==> config.mk <==
export PLATFORM = sky130hd
export DESIGN_NAME = exe_stage_bju
export DESIGN_NICKNAME = d
export VERILOG_FILES = /design/src/rtl/exe_stage_bju_pkg.sv /design/src/rtl/exe_stage_bju_target.sv /design/src/rtl/exe_stage_bju.sv
export SDC_FILE = /design/constraint.sdc
export NUM_CORES = 1
export LEC_CHECK = 0
export BUFFER_PORTS_ARGS = -buffer_cell sky130_fd_sc_hd__buf_4
export CORE_UTILIZATION = 35
export DETAILED_ROUTE_END_ITERATION = 8
export PLACE_DENSITY = 0.67
export SETUP_SLACK_MARGIN = 0.5
export SLEW_MARGIN = 0
export SYNTH_ARGS = -nofsm -noshare
export SYNTH_HDL_FRONTEND = slang
export SYNTH_SLANG_ARGS = --single-unit
==> constraint.sdc <==
create_clock -name clk -period 6.2 [get_ports clk]
set_input_delay 1.55 -clock clk [delete_from_list [all_inputs] [get_ports clk]]
set_output_delay 1.55 -clock clk [all_outputs]
set_load 0.02 [all_outputs]
==> src/rtl/exe_stage_bju_pkg.sv <==
// Shared constants for the branch/jump unit: compare-flag bus layout, FSM states, link offset.
package exe_stage_bju_pkg;

    localparam int BJ_BUS  = 8;
    localparam int BJ_BEQ  = 0;
    localparam int BJ_BNE  = 1;
    localparam int BJ_BLT  = 2;
    localparam int BJ_BGE  = 3;
    localparam int BJ_BLTU = 4;
    localparam int BJ_BGEU = 5;
    localparam int BJ_JALR = 6;
    localparam int BJ_JAL  = 7;

    localparam int BJU_LINK_OFFSET = 4;

    typedef enum logic {
        BJU_IDLE    = 1'b0,
        BJU_PENDING = 1'b1
    } bju_state_e;

endpackage

==> src/rtl/exe_stage_bju_target.sv <==
// Combinational taken decision, target PC and link-instruction detect for the branch/jump unit.
module exe_stage_bju_target
    import exe_stage_bju_pkg::*;
#(
    parameter int XLEN = 64
) (
    input  logic [XLEN-1:0]   pc,
    input  logic [XLEN-1:0]   imm,
    input  logic [XLEN-1:0]   op1,
    input  logic [BJ_BUS-1:0] bj_info,
    input  logic [BJ_BUS-1:0] bj_data,
    output logic              taken,
    output logic              is_link,
    output logic [XLEN-1:0]   target
);

    logic [BJ_BUS-1:0] hit;
    logic [XLEN-1:0]   jalr_sum;
    logic [XLEN-1:0]   rel_sum;

    // A type only counts when the ALU flag for that same type agrees.
    for (genvar gi = 0; gi < BJ_BUS; gi++) begin : g_hit
        assign hit[gi] = bj_info[gi] & bj_data[gi];
    end

    assign taken    = |hit;
    assign is_link  = bj_info[BJ_JAL] | bj_info[BJ_JALR];
    assign jalr_sum = op1 + imm;
    assign rel_sum  = pc + imm;
    assign target   = bj_info[BJ_JALR] ? {jalr_sum[XLEN-1:1], 1'b0} : rel_sum;

endmodule

==> src/rtl/exe_stage_bju.sv <==
// Branch/jump resolution unit: registered redirect handshake to fetch, flush, and link writeback.
// Optional performance counters are compiled in when BJU_PERF_CNT_EN is defined.
module exe_stage_bju
    import exe_stage_bju_pkg::*;
#(
    parameter int XLEN        = 64,
    parameter int LINK_OFFSET = BJU_LINK_OFFSET
) (
    input  logic              clk,
    input  logic              rst,
    input  logic              in_valid,
    output logic              in_ready,
    input  logic [XLEN-1:0]   pc,
    input  logic [XLEN-1:0]   imm,
    input  logic [XLEN-1:0]   op1,
    input  logic [BJ_BUS-1:0] bj_info,
    input  logic [BJ_BUS-1:0] bj_data,
    output logic              redirect_valid,
    input  logic              redirect_ready,
    output logic [XLEN-1:0]   redirect_pc,
    output logic              flush,
    output logic              link_valid,
    output logic [XLEN-1:0]   link_data
`ifdef BJU_PERF_CNT_EN
    ,
    output logic [63:0]       perf_br_cnt,
    output logic [63:0]       perf_taken_cnt
`endif
);

    bju_state_e      state_reg, state_next;
    logic [XLEN-1:0] redirect_pc_reg, redirect_pc_next;
    logic            link_valid_reg;
    logic [XLEN-1:0] link_data_reg;

    logic            taken;
    logic            is_link;
    logic [XLEN-1:0] target;
    logic            accept;

    exe_stage_bju_target #(.XLEN(XLEN)) u_target (
        .pc      (pc),
        .imm     (imm),
        .op1     (op1),
        .bj_info (bj_info),
        .bj_data (bj_data),
        .taken   (taken),
        .is_link (is_link),
        .target  (target)
    );

    assign in_ready = (state_reg == BJU_IDLE);
    assign accept   = in_valid & in_ready;

    always_comb begin
        state_next       = state_reg;
        redirect_pc_next = redirect_pc_reg;
        case (state_reg)
            BJU_IDLE: begin
                if (accept && taken) begin
                    state_next       = BJU_PENDING;
                    redirect_pc_next = target;
                end
            end
            BJU_PENDING: begin
                // Target stays frozen until fetch takes it; younger EXE traffic is ignored.
                if (redirect_ready) begin
                    state_next       = BJU_IDLE;
                    redirect_pc_next = '0;
                end
            end
            default: begin
                state_next       = BJU_IDLE;
                redirect_pc_next = '0;
            end
        endcase
    end

    always_ff @(posedge clk) begin
        if (rst) begin
            state_reg       <= BJU_IDLE;
            redirect_pc_reg <= '0;
            link_valid_reg  <= 1'b0;
            link_data_reg   <= '0;
        end else begin
            state_reg       <= state_next;
            redirect_pc_reg <= redirect_pc_next;
            link_valid_reg  <= accept & is_link;
            link_data_reg   <= (accept & is_link) ? (pc + XLEN'(LINK_OFFSET)) : '0;
        end
    end

    assign redirect_valid = (state_reg == BJU_PENDING);
    assign flush          = (state_reg == BJU_PENDING);
    assign redirect_pc    = redirect_pc_reg;
    assign link_valid     = link_valid_reg;
    assign link_data      = link_data_reg;

`ifdef BJU_PERF_CNT_EN
    logic [63:0] perf_br_cnt_reg;
    logic [63:0] perf_taken_cnt_reg;

    always_ff @(posedge clk) begin
        if (rst) begin
            perf_br_cnt_reg    <= '0;
            perf_taken_cnt_reg <= '0;
        end else begin
            if (accept && (bj_info != '0)) perf_br_cnt_reg <= perf_br_cnt_reg + 64'd1;
            if (accept && taken)           perf_taken_cnt_reg <= perf_taken_cnt_reg + 64'd1;
        end
    end

    assign perf_br_cnt    = perf_br_cnt_reg;
    assign perf_taken_cnt = perf_taken_cnt_reg;
`endif

endmodule

# ---- After elaboration in Yosys (flattened, before gate mapping)
# Index checks and enable logic that the tools add are counted.
dict set report word_totals {
  output_inout_bits 132
  reg_bits 130
  wordCells 33
  input_bits 212
}
dict set report classes {
  reduce_logical 4
  muxes 7
  bitwise_logic 13
  n_eq_ne 2
  n_addsub 3
}
# cell count
set op_table {}
lappend op_table {{two-way mux 64 bit} 3}
lappend op_table {{adder 64 bit} 2}
lappend op_table {{one-hot mux 64 bit (2 select lines)} 1}
lappend op_table {{adder 64 x 3 -> 64 bit (second input constant)} 1}
lappend op_table {{AND 1 bit} 10}
lappend op_table {{OR reduction 8 bit} 1}
lappend op_table {{two-way mux 1 bit} 2}
lappend op_table {{!= test 2 x 1 -> 1 bit (second input constant)} 1}
lappend op_table {{!= test 2 bit (second input constant)} 1}
lappend op_table {{inverter 1 bit} 2}
lappend op_table {{one-hot mux 1 bit (2 select lines)} 1}
lappend op_table {{AND reduction 2 bit} 1}
lappend op_table {{OR reduction 2 bit} 1}
lappend op_table {{logical AND 1 bit} 1}
lappend op_table {{bitwise OR 1 bit} 1}

# ---- Logic depth before layout (Yosys ltp)
# Gate-level depths: netlist of the first run.
dict set report depth {
  ltp_word 5
  depth_mapped 14
  ltp_nobuf 14
}

# ---- Modules after synthesis
# A second synthesis of the first run with hierarchy kept.
dict set report unflattened {
  cells_unflattened 1798
  area_unflattened_um2 13451.7
}
# mod area_per_inst_um2 cells_each n_inst seq_area_each_um2
set by_module_without_submodules {}
lappend by_module_without_submodules {exe_stage_bju_target 8239.2 1225 1 0.0}
lappend by_module_without_submodules {exe_stage_bju 5212.5 573 1 2602.5}

# ---- Worst setup path after synthesis of the first run
# Ideal clock, no wire load.
dict set report synth_timing {
  kind {input -> register}
  from {input port imm[1]}
  to {register redirect_pc_reg[48], in the netlist redirect_pc[48]}
  arrival_time_ns 4.109
  slack_ns 1.964
  path_buffers 0
  setup_ns 0.127
  t_required_ns 6.073
  stages 13
  cell_sequence {inv_1 > fa_1 > nand2b_1 > a21oi_1 > o21ai_1 > a41o_1 > o21ai_1 > a21oi_1 > o31a_1 > o31ai_2 > a41o_1 > xnor2_1 > o21ai_1}
}
dict set report synth_via {
  elab_chain_len 4
  elab_cells_between_ends 5
  classes_between {add/sub: 2; mux: 3}
}
# element line
set synth_lines {}
lappend synth_lines {{start, declared} exe_stage_bju.sv:14} ;# input logic [XLEN-1:0] imm,
lappend synth_lines {{adder 64 bit, on equally long branches} {exe_stage_bju_target.sv:29, exe_stage_bju_target.sv:28}}
lappend synth_lines {{two-way mux 64 bit *} exe_stage_bju_target.sv:30} ;# assign target = bj_info[BJ_JALR] ? {jalr_sum[XLEN-1:1], 1'b0} : rel_sum;
lappend synth_lines {{two-way mux 64 bit *} exe_stage_bju.sv:60} ;# if (accept && taken) begin
lappend synth_lines {{one-hot mux 64 bit (2 select lines) *} exe_stage_bju.sv:58} ;# case (state_reg)
lappend synth_lines {{end signal, assigned} exe_stage_bju.sv:87} ;# redirect_pc_reg <= redirect_pc_next;
lappend synth_lines {{end, declared} exe_stage_bju.sv:32} ;# logic [XLEN-1:0] redirect_pc_reg, redirect_pc_next;
# Every way passes the cells marked *; elsewhere a longest branch is shown, timed or not. The select of a mux whose other input is x is not followed.
# A chain may end at the register's enable or synchronous reset.

# ---- Worst setup path after layout of the first run
dict set report layout_timing {
  from {input port pc[30]}
  to {register redirect_pc_reg[58], in the netlist redirect_pc[58]}
}
dict set report layout_via {
  elab_chain_len 4
}
# element line
set layout_lines {}
lappend layout_lines {{start, declared} exe_stage_bju.sv:13} ;# input logic [XLEN-1:0] pc,
lappend layout_lines {{adder 64 bit} exe_stage_bju_target.sv:29} ;# assign rel_sum = pc + imm;
lappend layout_lines {{two-way mux 64 bit} exe_stage_bju_target.sv:30}
lappend layout_lines {{two-way mux 64 bit} exe_stage_bju.sv:60}
lappend layout_lines {{one-hot mux 64 bit (2 select lines)} exe_stage_bju.sv:58}
# No other way between the ends. The select of a mux whose other input is x is not followed.

==> results.txt, run 1 <==
----------------------------------------------------
[Logic synthesis]
  Share of synthesized area occupied by flip-flops and latches ... 20.7%
  Share of the synthesized area in compound gates (AO/OA/AOI/OAI) ... roughly 29%
  Async set or reset register ratio after synthesis ... 0%
  Multiplexer share of the synthesized area ... less than 1%
  Netlist Area Pre-Place ... between 10000 and 15000 µm²
  Main combinational cell family by area after synthesis ... compound AO/OA/AOI/OAI gates
  Number of synthesized flops with an enable pin ... 0
  Total number of yosys warnings ... 0
  Synth Area in Simple Gates ... between 20% and 30%
  Synthesized area per cell ... 7.47 µm²
  Synthesis-stage register bit count ... 130
  Post-synth net total ... 2024
  Most used DFF post-synth ... dfxtp_1
  Number of instances in the synthesized netlist ... between 1500 and 2000
  Number of different library cells in the post-synthesis netlist ... 75
  Post-Synth XOR/XNOR Area ... a little under an eighth
  Adder and majority cell fraction of the synthesized area ... 12.8%

[Place]
  Port buffer count ... between 300 and 400
  Total cell area at the placement stage ... ~15000 µm²
  Worst slack after detailed placement ... 0.885 ns
  Post-DP HPWL ... roughly 40000 µm
  Global placer's final weighted congestion ... just over 0.9
  Count of placed standard cells including taps ... around 2400

[Timing]
  Total negative slack ... 0 ns
  Clock skew after layout ... roughly 0.0064 ns
  Post-route setup slack ... ~1.3 ns
  Period Utilization, post-route ... between 70% and 80%
  Endpoints failing hold ... 0
  Slew margin rel. ... around an eighth
  Setup repair after global routing missed its margin ... false
  Tightest hold margin ... roughly 0.46 ns
  Time the worst path needs with I/O delays and setup ... between 4 and 5 ns
  Worst Tran Pin Value ... about 1.3 ns
  Maximum achievable frequency ... 0.205 GHz
  Max Transition Viols Final ... 0
  Final number of setup-violating endpoints ... 0

[Power and ir drop]
  Part of the power in combinational logic ... a little over two fifths
  Total net switching power ... ~1.3 mW
  Clock network fraction of design power ... ~30%
  Switch share ... about two fifths
  Design internal power ... ~2.0 mW
  Max IR drop VDD ... 212 µV
  Leak pwr ... 7.12 nW
  Cell Pwr Density ... 207 nW/µm²
  Power share of the sequential group ... ~28%

[Setup path]
  Signal arrival time at the worst endpoint ... about 5.2 ns
  Crit path largest cell delay ... approximately 0.6 ns
  FF-to-FF path depth ... 10
  Logic depth of the worst setup path including buffers ... 13
  FF-to-FF End ... redirect_pc[60]
  Buffer and inverter count on the worst path ... 1
  Slowest-stage cell, CP ... a211oi_1
  Critical path launch point type ... primary input
  Worst Setup SP ... pc[30]
  Required time worst endpoint ... roughly 6.5 ns
  Termination of the worst setup path ... redirect_pc[58]
  Startpoint-to-endpoint class of the critical path ... in2reg
  Startpoint of the worst register-to-register path ... flush
  Flop2flop setup slack ... around 2.8 ns
  Crit path max-delay family ... compound AO/OA/AOI/OAI gates
  Worst-path maximum fanout ... 8
  Cell chain of the critical path ... buf_4 -> ha_1 -> nand4_1 -> nor4_1 -> and4bb_1 -> o2111ai_1 -> a211oi_1 -> o311ai_1 -> o211ai_1 -> and2_1 -> a21oi_1 -> xor2_1 -> o221ai_1
  Setup crit end kind ... flop

[Clocking]
  TritonCTS clock tree ... done
  Bufs on Longest Clock Path ... 2
  Clock root buffer ... clkbuf_16
  Cts hold-fix bufs ... 0
  Clock sink total ... 130
  Clock insertion delay at the later pin of the skew report ... 0.45 ns
  H-tree depth ... 4
  Clock-pin slew on the worst setup and hold paths ... roughly 0.06 ns
  Clock buffer count from CTS ... 17
  Buffer count from post-CTS setup fixing ... 0
  Number of cells upsized or downsized after cts ... 0

[Layout]
  Fin cells ... ~2400
  Post-synthesis to final-layout area growth ... 27.4%
  Cell area after layout ... roughly 16000 µm²
  Antenna Cells ... 0
  Commonest non-fill, non-tap cells in the layout ... buf_4 (351), nor2_1 (171), a21oi_1 (167)
  Commonest non-fill, non-tap cell in the layout ... buf_4
  Net count reported at finish ... around 2300
  Share of post-route cells with drive strength above 1 ... roughly a fifth

[Global routing]
  Antenna violations before repair ... 0
  First-pass GRT wire length ... 75300 µm
  Total track usage ... about a quarter
  Largest net degree at the start of global routing ... 72
  Via count of the first global-routing pass ... about 13000
  Congestion Overflow GR ... 0

[Hold path]
  Path category of the worst min-delay check ... reg2reg

[Floorplan]
  Row Count ... 69
  X dimension of the die ... roughly 190 µm
  IO Pins ... between 300 and 400
  Overall die area ... around 37000 µm²
  Die extent in y ... roughly 190 µm
  Starting Density ... between 30% and 40%
  Placeable core region ... ~35000 µm²

[Detailed routing]
  Total number of vias ... between 10000 and 15000
  Routed wire length ... a little under 50000 µm
  DRC violation count after routing ... 0
  Initial DRT Pass Iterations ... 5
  Antenna-violating nets left ... 0
  WL per Instance ... around 20 µm
  Number of DRC violations after detailed-routing iteration 0 ... about 920
  Post-DR vias/cell ... between 5 and 6

[Status]
  Result of the run ... completed

[Flow run]
  Number of violations of the max-capacitance limit ... 0

----------------------------------------------------
## per-stage QoR
stage / power, mW / utilization (%)
detailed placement: 2.32 / 43.6
global placement: 2.32 / 43.6
global route: 3.51 / 45.2
finish: 3.32 / 45.2
floorplan: 1.81 / -
CTS: 3.33 / 45.2
## how the worst min path moves through the flow
stage	endpoint	cells after the start	slack, ns	startpoint
6_report	redirect_pc[21]	2	0.46	redirect_pc[21]
5_1_grt	redirect_pc[41]	2	0.51	redirect_pc[41]
4_1_cts	redirect_pc[21]	2	0.46	redirect_pc[21]
3_5_place_dp	redirect_pc[26]	2	0.45	redirect_pc[26]
3_3_place_gp	redirect_pc[21]	2	0.45	redirect_pc[21]
2_1_floorplan	redirect_pc[59]	2	0.53	redirect_pc[59]
## area by class of cell
class	count	area [µm²]
clock buffers	26	529
fillers	3637	19400
multi-input cells	1428	9520
well taps	461	577
flip-flops and latches	130	2600
repair buffers	351	2640
clock inverters	4	22.5
inverters	40	150
## logic make-up after synthesis
| group | Yosys count |
|---|---|
| AO/OA/AOI/OAI | 570 |
| AND/OR/NAND/NOR | 552 |
| XOR/XNOR | 171 |
| flip-flops | 130 |
| adder cells (fa/ha/maj) | 128 |
| buffers and inverters | 126 |
| multiplexers | 7 |
## layer usage
layer / global-route usage, % / vias up / share of wire [%]
met4: 7.02 / 0 / 1.9
met3: 4.68 / 53 / 6.3
met1: 35.9 / 6520 / 46
li1: - / 6723 / -
met5: 0 / - / 0
met2: 43.5 / 495 / 46
## synth_stat cells (all sizes together) (5+ instances only)
master	number	area share, %
nor4	9	0.45
and3	27	1.3
clkbuf	69	2.1
ha	126	13
inv	40	1.2
a21o	59	3.5
xor2	98	6.8
o21ai	130	5.2
o31ai	11	0.70
nor2b	19	0.94
nand2b	18	0.89
o211ai	15	0.89
a31oi	20	0.99
o21a	11	0.66
nand4	41	2.0
a22oi	49	2.9
a211oi	12	0.76
dfxtp	130	21
and4	13	0.90
nand2	143	4.3
buf	17	0.71
nand3	44	1.7
a21oi	173	7.1
and2	11	0.55
o21bai	26	1.6
nor3	25	1.0
or3	12	0.60
or2	6	0.30
a21boi	7	0.42
mux2i	7	0.56
o221ai	8	0.56
xnor2	73	5.1
nor2	171	5.1
a221oi	5	0.45
## power groups by stage
stage               clock [mW]  combinational [mW]  sequential [mW]
CTS                       1.02                1.37            0.939
floorplan                    0               0.799             1.02
global placement             0                1.36            0.957
global route              1.05                1.51            0.945
finish                   0.993                1.39            0.941
detailed placement           0                1.36            0.958
## worst reg2reg max path, stage by stage, from the launching register on
cell,delay [ns]
dfxtp_1,0.39
inv_1,0.13
nand2_1,0.13
a41oi_4,0.20
buf_4,0.38
nand2b_1,0.40
nor2_1,1.10
nand4b_1,0.22
a31oi_1,0.21
a221oi_1,0.06
o21ai_1,0.14
Power figures use the tool's default switching activity.
==> run 2, diff against run 1 <==
- clock period: 6.2 -> 4.9 ns (I/O delays scaled with it)
==> results.txt, run 2 (synthesis results as in run 1) <==
----------------------------------------------------
[Power and ir drop]
  Power, Total ... 4.43 mW (+34%)
  Leak pwr ... 7.26 nW (+2.0%)
  Max IR drop VDD ... 263 µV (+24%)
  Cell Pwr Density ... 271 nW/µm² (+31%)

[Setup path]
  Startpoint-to-endpoint class of the critical path ... in2reg
  FF-to-FF path depth ... 9 (-1)
  Required time worst endpoint ... 5.20 ns (-1.30 ns)
  Critical path launch point type ... primary input
  Setup crit end kind ... flop
  Signal arrival time at the worst endpoint ... 4.55 ns (-0.62 ns)
  Worst-path maximum fanout ... 5 (-3)

[Timing]
  Maximum achievable frequency ... 0.235 GHz
  Endpoints failing hold ... 0 (unchanged)
  Final number of setup-violating endpoints ... 0 (unchanged)
  Clock skew after layout ... 0.00541 ns (-0.000973 ns)
  Max Transition Viols Final ... 0 (unchanged)
  Period Utilization, post-route ... approximately 87%
  Total negative slack ... 0 ns (unchanged)
  Worst Tran Pin Value ... 1.26 ns (-0.0493 ns)
  Time the worst path needs with I/O delays and setup ... between 4 and 5 ns
  Slew margin rel. ... 15.8% (+3.3 points)
  Setup repair after global routing missed its margin ... true

[Detailed routing]
  Initial DRT Pass Iterations ... 7 (+2)
  Post-DR vias/cell ... 5.67 (+0.27%)
  Number of DRC violations after detailed-routing iteration 0 ... 1010 (+10%)
  Antenna-violating nets left ... 0 (unchanged)
  DRC violation count after routing ... 0 (unchanged)
  Routed wire length ... 50200 µm (+1.7%)
  Total number of vias ... 14000 (+1.3%)
  WL per Instance ... 20.4 µm (+0.67%)

[Clocking]
  Clock insertion delay at the later pin of the skew report ... 0.44 ns (about the same)
  Buffer count from post-CTS setup fixing ... 0 (unchanged)
  TritonCTS clock tree ... done
  Bufs on Longest Clock Path ... 2 (unchanged)
  Clock-pin slew on the worst setup and hold paths ... 0.07 ns (about the same)
  Cts hold-fix bufs ... 0 (unchanged)
  H-tree depth ... 4 (unchanged)
  Clock sink total ... 130 (unchanged)
  Clock buffer count from CTS ... 17 (unchanged)
  Number of cells upsized or downsized after cts ... 0 (unchanged)
  Clock root buffer ... clkbuf_16

[Global routing]
  Largest net degree at the start of global routing ... 72 (unchanged)
  Total track usage ... 26.8% (+0.16 points)
  First-pass GRT wire length ... 75500 µm (+0.27%)
  Congestion Overflow GR ... 0 (unchanged)
  Antenna violations before repair ... 0 (unchanged)
  Via count of the first global-routing pass ... 13300 (-0.22%)

[Floorplan]
  Overall die area ... 36700 µm² (unchanged)
  Row Count ... 69 (unchanged)
  Placeable core region ... 35500 µm² (unchanged)
  Starting Density ... 35.5% (unchanged)
  X dimension of the die ... 192 µm (unchanged)
  Die extent in y ... 192 µm (unchanged)
  IO Pins ... 344 (unchanged)

[Layout]
  Commonest non-fill, non-tap cell in the layout ... buf_4
  Fill cell instance count of the final layout ... 3592 (-1.2%)
  Net count reported at finish ... 2330 (+0.95%)
  Commonest non-fill, non-tap cells in the layout ... buf_4 (373), nor2_1 (171), a21oi_1 (167)
  Antenna Cells ... 0 (unchanged)
  Share of post-route cells with drive strength above 1 ... 21.7% (+1.3 points)
  Post-synthesis to final-layout area growth ... 29.8%

[Status]
  Result of the run ... completed

[Place]
  Post-DP HPWL ... 40800 µm (+2.4%)
  Port buffer count ... 343 (unchanged)
  Global placer's final weighted congestion ... 0.949 (+2.5%)

[Flow run]
  Number of violations of the max-capacitance limit ... 0 (unchanged)

[Hold path]
  Number of cells traversed by the worst hold path ... 2 (unchanged)
  Path category of the worst min-delay check ... reg2reg

----------------------------------------------------
[run 2: final timing paths]
check                  start              end  slack, ns
max reg2reg            flush  redirect_pc[60]       1.83
max                   imm[1]  redirect_pc[48]       0.64
min          redirect_pc[41]  redirect_pc[41]       0.46
min reg2reg  redirect_pc[41]  redirect_pc[41]       0.46
[run 2: where the power goes]
group / internal [mW] / total (mW) / switching [mW]
clock: 0.904 / 1.46 / 0.553
combinational: 0.735 / 1.79 / 1.05
sequential: 1.13 / 1.19 / 0.0538
total: 2.77 / 4.43 / 1.66
[run 2: per-stage QoR]
step / instances / hold slack [ns] / cell area [µm²] / setup WS (ns) / utilization, %
3_3_place_gp: 2432 / 0.446 / 15600 / 0.140 / 44.1
2_1_floorplan: 1684 / 0.528 / 12600 / 0.989 / -
4_1_cts: 2464 / 0.459 / 16300 / 0.589 / 45.9
6_report: 2464 / 0.460 / 16300 / 0.644 / 46.0
3_5_place_dp: 2432 / 0.447 / 15600 / 0.139 / 44.1
5_1_grt: 2464 / 0.474 / 16300 / 0.491 / 46.0
[run 2: area by class of cell]
| type | instances | area (µm²) | area share, % |
|---|---|---|---|
| clock buffers | 19 | 433 | 2.65 |
| clock inverters | 13 | 209 | 1.28 |
| inverters | 40 | 150 | 0.919 |
| multi-input cells | 1428 | 9560 | 58.5 |
| flip-flops and latches | 130 | 2600 | 15.9 |
| well taps | 461 | 577 | 3.53 |
| repair buffers | 373 | 2800 | 17.1 |
[run 2: critical path, cell delays in order]
cell,delay (ns)
buf_4,0.09
inv_1,0.08
fa_1,0.44
nand2b_1,0.20
a21oi_1,0.28
o21ai_1,0.22
a41o_1,0.34
o21ai_1,0.26
a21oi_1,0.21
o31a_1,0.42
o31ai_4,0.35
a41o_1,0.25
xnor2_1,0.12
o21ai_1,0.07
[run 2: per-layer routing]
metal | global-route usage (%) | vias to the layer above | part of all wire [%]
met3 | 4.35 | 82 | 6.6
met4 | 8.76 | 0 | 2.7
met1 | 36.0 | 6561 | 45
met2 | 43.4 | 550 | 45
met5 | 0 | - | 0
li1 | - | 6771 | -
==> run 3, diff against run 2 <==
- CELL_PAD_IN_SITES_DETAIL_PLACEMENT: default -> 1
- CELL_PAD_IN_SITES_GLOBAL_PLACEMENT: default -> 1
- CORE_MARGIN: default -> 2
- PLACE_DENSITY: 0.67 -> 0.86
==> results.txt, run 3 (synthesis results as in run 1) <==
----------------------------------------------------
[Layout]
  Antenna Cells ... 0 (unchanged)
  Share of post-route cells with drive strength above 1 ... 21.5% (-0.19 points)
  Fin util ... 45.8% (-0.22 points)
  Fin cells ... 2463 (-0.041%)
  Area taken by multi-input logic gates ... 9540 µm² (-0.18%)
  Reg area ... 2600 µm² (unchanged)
  Post-synthesis to final-layout area growth ... 29.1%
  Commonest non-fill, non-tap cell in the layout ... buf_4
  Cell area after layout ... 16300 µm² (-0.48%)
  Commonest non-fill, non-tap cells in the layout ... buf_4 (373), nor2_1 (171), a21oi_1 (167)
  Fill cell instance count of the final layout ... 4457 (+24%)
  Net count reported at finish ... 2330 (unchanged)

[Place]
  Total cell area at the placement stage ... 15600 µm² (unchanged)
  Post-DP HPWL ... 45000 µm (+10%)
  Port buffer count ... 343 (unchanged)
  Global placer's final weighted congestion ... 0.966 (+1.7%)
  Count of placed standard cells including taps ... 2432 (unchanged)

[Clocking]
  Bufs on Longest Clock Path ... 2 (unchanged)
  H-tree depth ... 4 (unchanged)
  TritonCTS clock tree ... done
  Clock root buffer ... clkbuf_16
  Buffer count from post-CTS setup fixing ... 0 (unchanged)
  Clock sink total ... 130 (unchanged)
  Clock buffer count from CTS ... 17 (unchanged)
  Clock insertion delay at the later pin of the skew report ... 0.45 ns (about the same)
  Cts hold-fix bufs ... 0 (unchanged)
  Clock-pin slew on the worst setup and hold paths ... 0.06 ns (about the same)

[Timing]
  Setup repair after global routing missed its margin ... true
  Max Transition Viols Final ... 0 (unchanged)
  Worst Tran Pin Value ... 1.01 ns (-0.246 ns)
  Slew margin rel. ... 32.3% (+16 points)
  Period Utilization, post-route ... 87.0% (+0.17 points)
  Maximum achievable frequency ... 0.234 GHz (-0.19%)
  Final number of setup-violating endpoints ... 0 (unchanged)
  Clock skew after layout ... 0.00781 ns (+0.00240 ns)
  Endpoints failing hold ... 0 (unchanged)
  Total negative slack ... 0 ns (unchanged)
  Time the worst path needs with I/O delays and setup ... 4.26 ns (+0.00831 ns)

[Detailed routing]
  Antenna-violating nets left ... 0 (unchanged)
  Total number of vias ... 14400 (+3.0%)
  DRC violation count after routing ... 0 (unchanged)
  Initial DRT Pass Iterations ... 5 (-2)
  WL per Instance ... 22.4 µm (+9.8%)
  Routed wire length ... 55100 µm (+9.7%)
  Number of DRC violations after detailed-routing iteration 0 ... 1023 (+1.3%)
  Post-DR vias/cell ... 5.84 (+3.0%)

[Setup path]
  Signal arrival time at the worst endpoint ... 4.56 ns (about the same)
  Required time worst endpoint ... 5.19 ns (about the same)
  Worst-path maximum fanout ... 6 (+1)
  Cell chain of the critical path ... buf_4 -> ha_1 -> a21oi_1 -> o211ai_1 -> a311oi_1 -> a21oi_2 -> a21oi_1 -> o31ai_1 -> a221oi_2 -> o31ai_1 -> o221ai_1 -> xor2_1 -> o21ai_1
  Setup crit end kind ... flop
  Crit path largest cell delay ... 0.45 ns (about the same)
  Slowest-stage cell, CP ... a221oi_2
  Critical path launch point type ... primary input
  Startpoint-to-endpoint class of the critical path ... in2reg

[Floorplan]
  Row Count ... 69 (unchanged)
  Overall die area ... 37500 µm² (+2.1%)
  Placeable core region ... 35500 µm² (unchanged)
  Starting Density ... 35.5% (unchanged)
  IO Pins ... 344 (unchanged)
  X dimension of the die ... 194 µm (+1.0%)
  Die extent in y ... 194 µm (+1.0%)

[Global routing]
  Congestion Overflow GR ... 0 (unchanged)
  Via count of the first global-routing pass ... 14600 (+9.5%)
  Antenna violations before repair ... 0 (unchanged)
  Largest net degree at the start of global routing ... 44 (-39%)
  Total track usage ... 28.3% (+1.5 points)
  First-pass GRT wire length ... 84200 µm (+12%)

[Status]
  Result of the run ... completed

[Flow run]
  Number of violations of the max-capacitance limit ... 0 (unchanged)

[Power and ir drop]
  Leak pwr ... 7.24 nW (-0.30%)
  Cell Pwr Density ... 268 nW/µm² (-1.2%)
  Max IR drop VDD ... 247 µV (-6.1%)

[Hold path]
  Path category of the worst min-delay check ... reg2reg

----------------------------------------------------
## run 3: cell count changes in the layout (fill, tap and decap cells not counted), moves of 2 or more
cell       previous run  this run
bufinv_16             5         2
clkbuf_8              0         3
o311ai_1              0         2
o311ai_2              2         0
## run 3: layout make-up
cell class,instances,area share [%]
tap,461,3.55
clock inverter,9,0.654
timing repair buffer,373,17.2
multi-input combinational,1428,58.7
sequential,130,16.0
clock buffer,22,2.92
inverter,40,0.924
## run 3: critical path: cells and delay by family
kind	cells	cell delay [ns]
buf+inv	1	0.14
fa+ha+maj	1	0.39
compound gates	10	2.57
xor+xnor	1	0.23
## run 3: where the power goes
part	internal, mW	switching, mW	total [mW]
clock	0.785	0.547	1.33
combinational	0.736	1.10	1.83
sequential	1.13	0.0573	1.19
## run 3: final timing paths
kind	depth (start not counted)	end	slack [ns]	from
min reg2reg	2	redirect_pc[21]	0.46	redirect_pc[21]
min	2	redirect_pc[21]	0.46	redirect_pc[21]
max reg2reg	10	redirect_pc[60]	1.49	flush
max	13	redirect_pc[51]	0.64	pc[14]
## run 3: timing repair
action,in CTS,in global routing
endpoints found under the hold margin,0,0
setup endpoints to repair,0,7
gates resized for setup,0,4
## run 3: layer usage
metal	wire length, µm	share of wire (%)	GRT usage, %
met5	0	0	0
met4	1410	2.6	9.56
met3	3020	5.5	4.14
met2	26200	48	47.3
met1	24500	44	37.3
## run 3: through the flow
step	hold WS [ns]	total power, mW	setup slack (ns)
finish	0.463	4.36	0.635
global route	0.497	4.56	0.482
global placement	0.448	2.97	0.222
floorplan	0.528	2.30	0.989
CTS	0.461	4.35	0.555
detailed placement	0.453	3.00	0.130
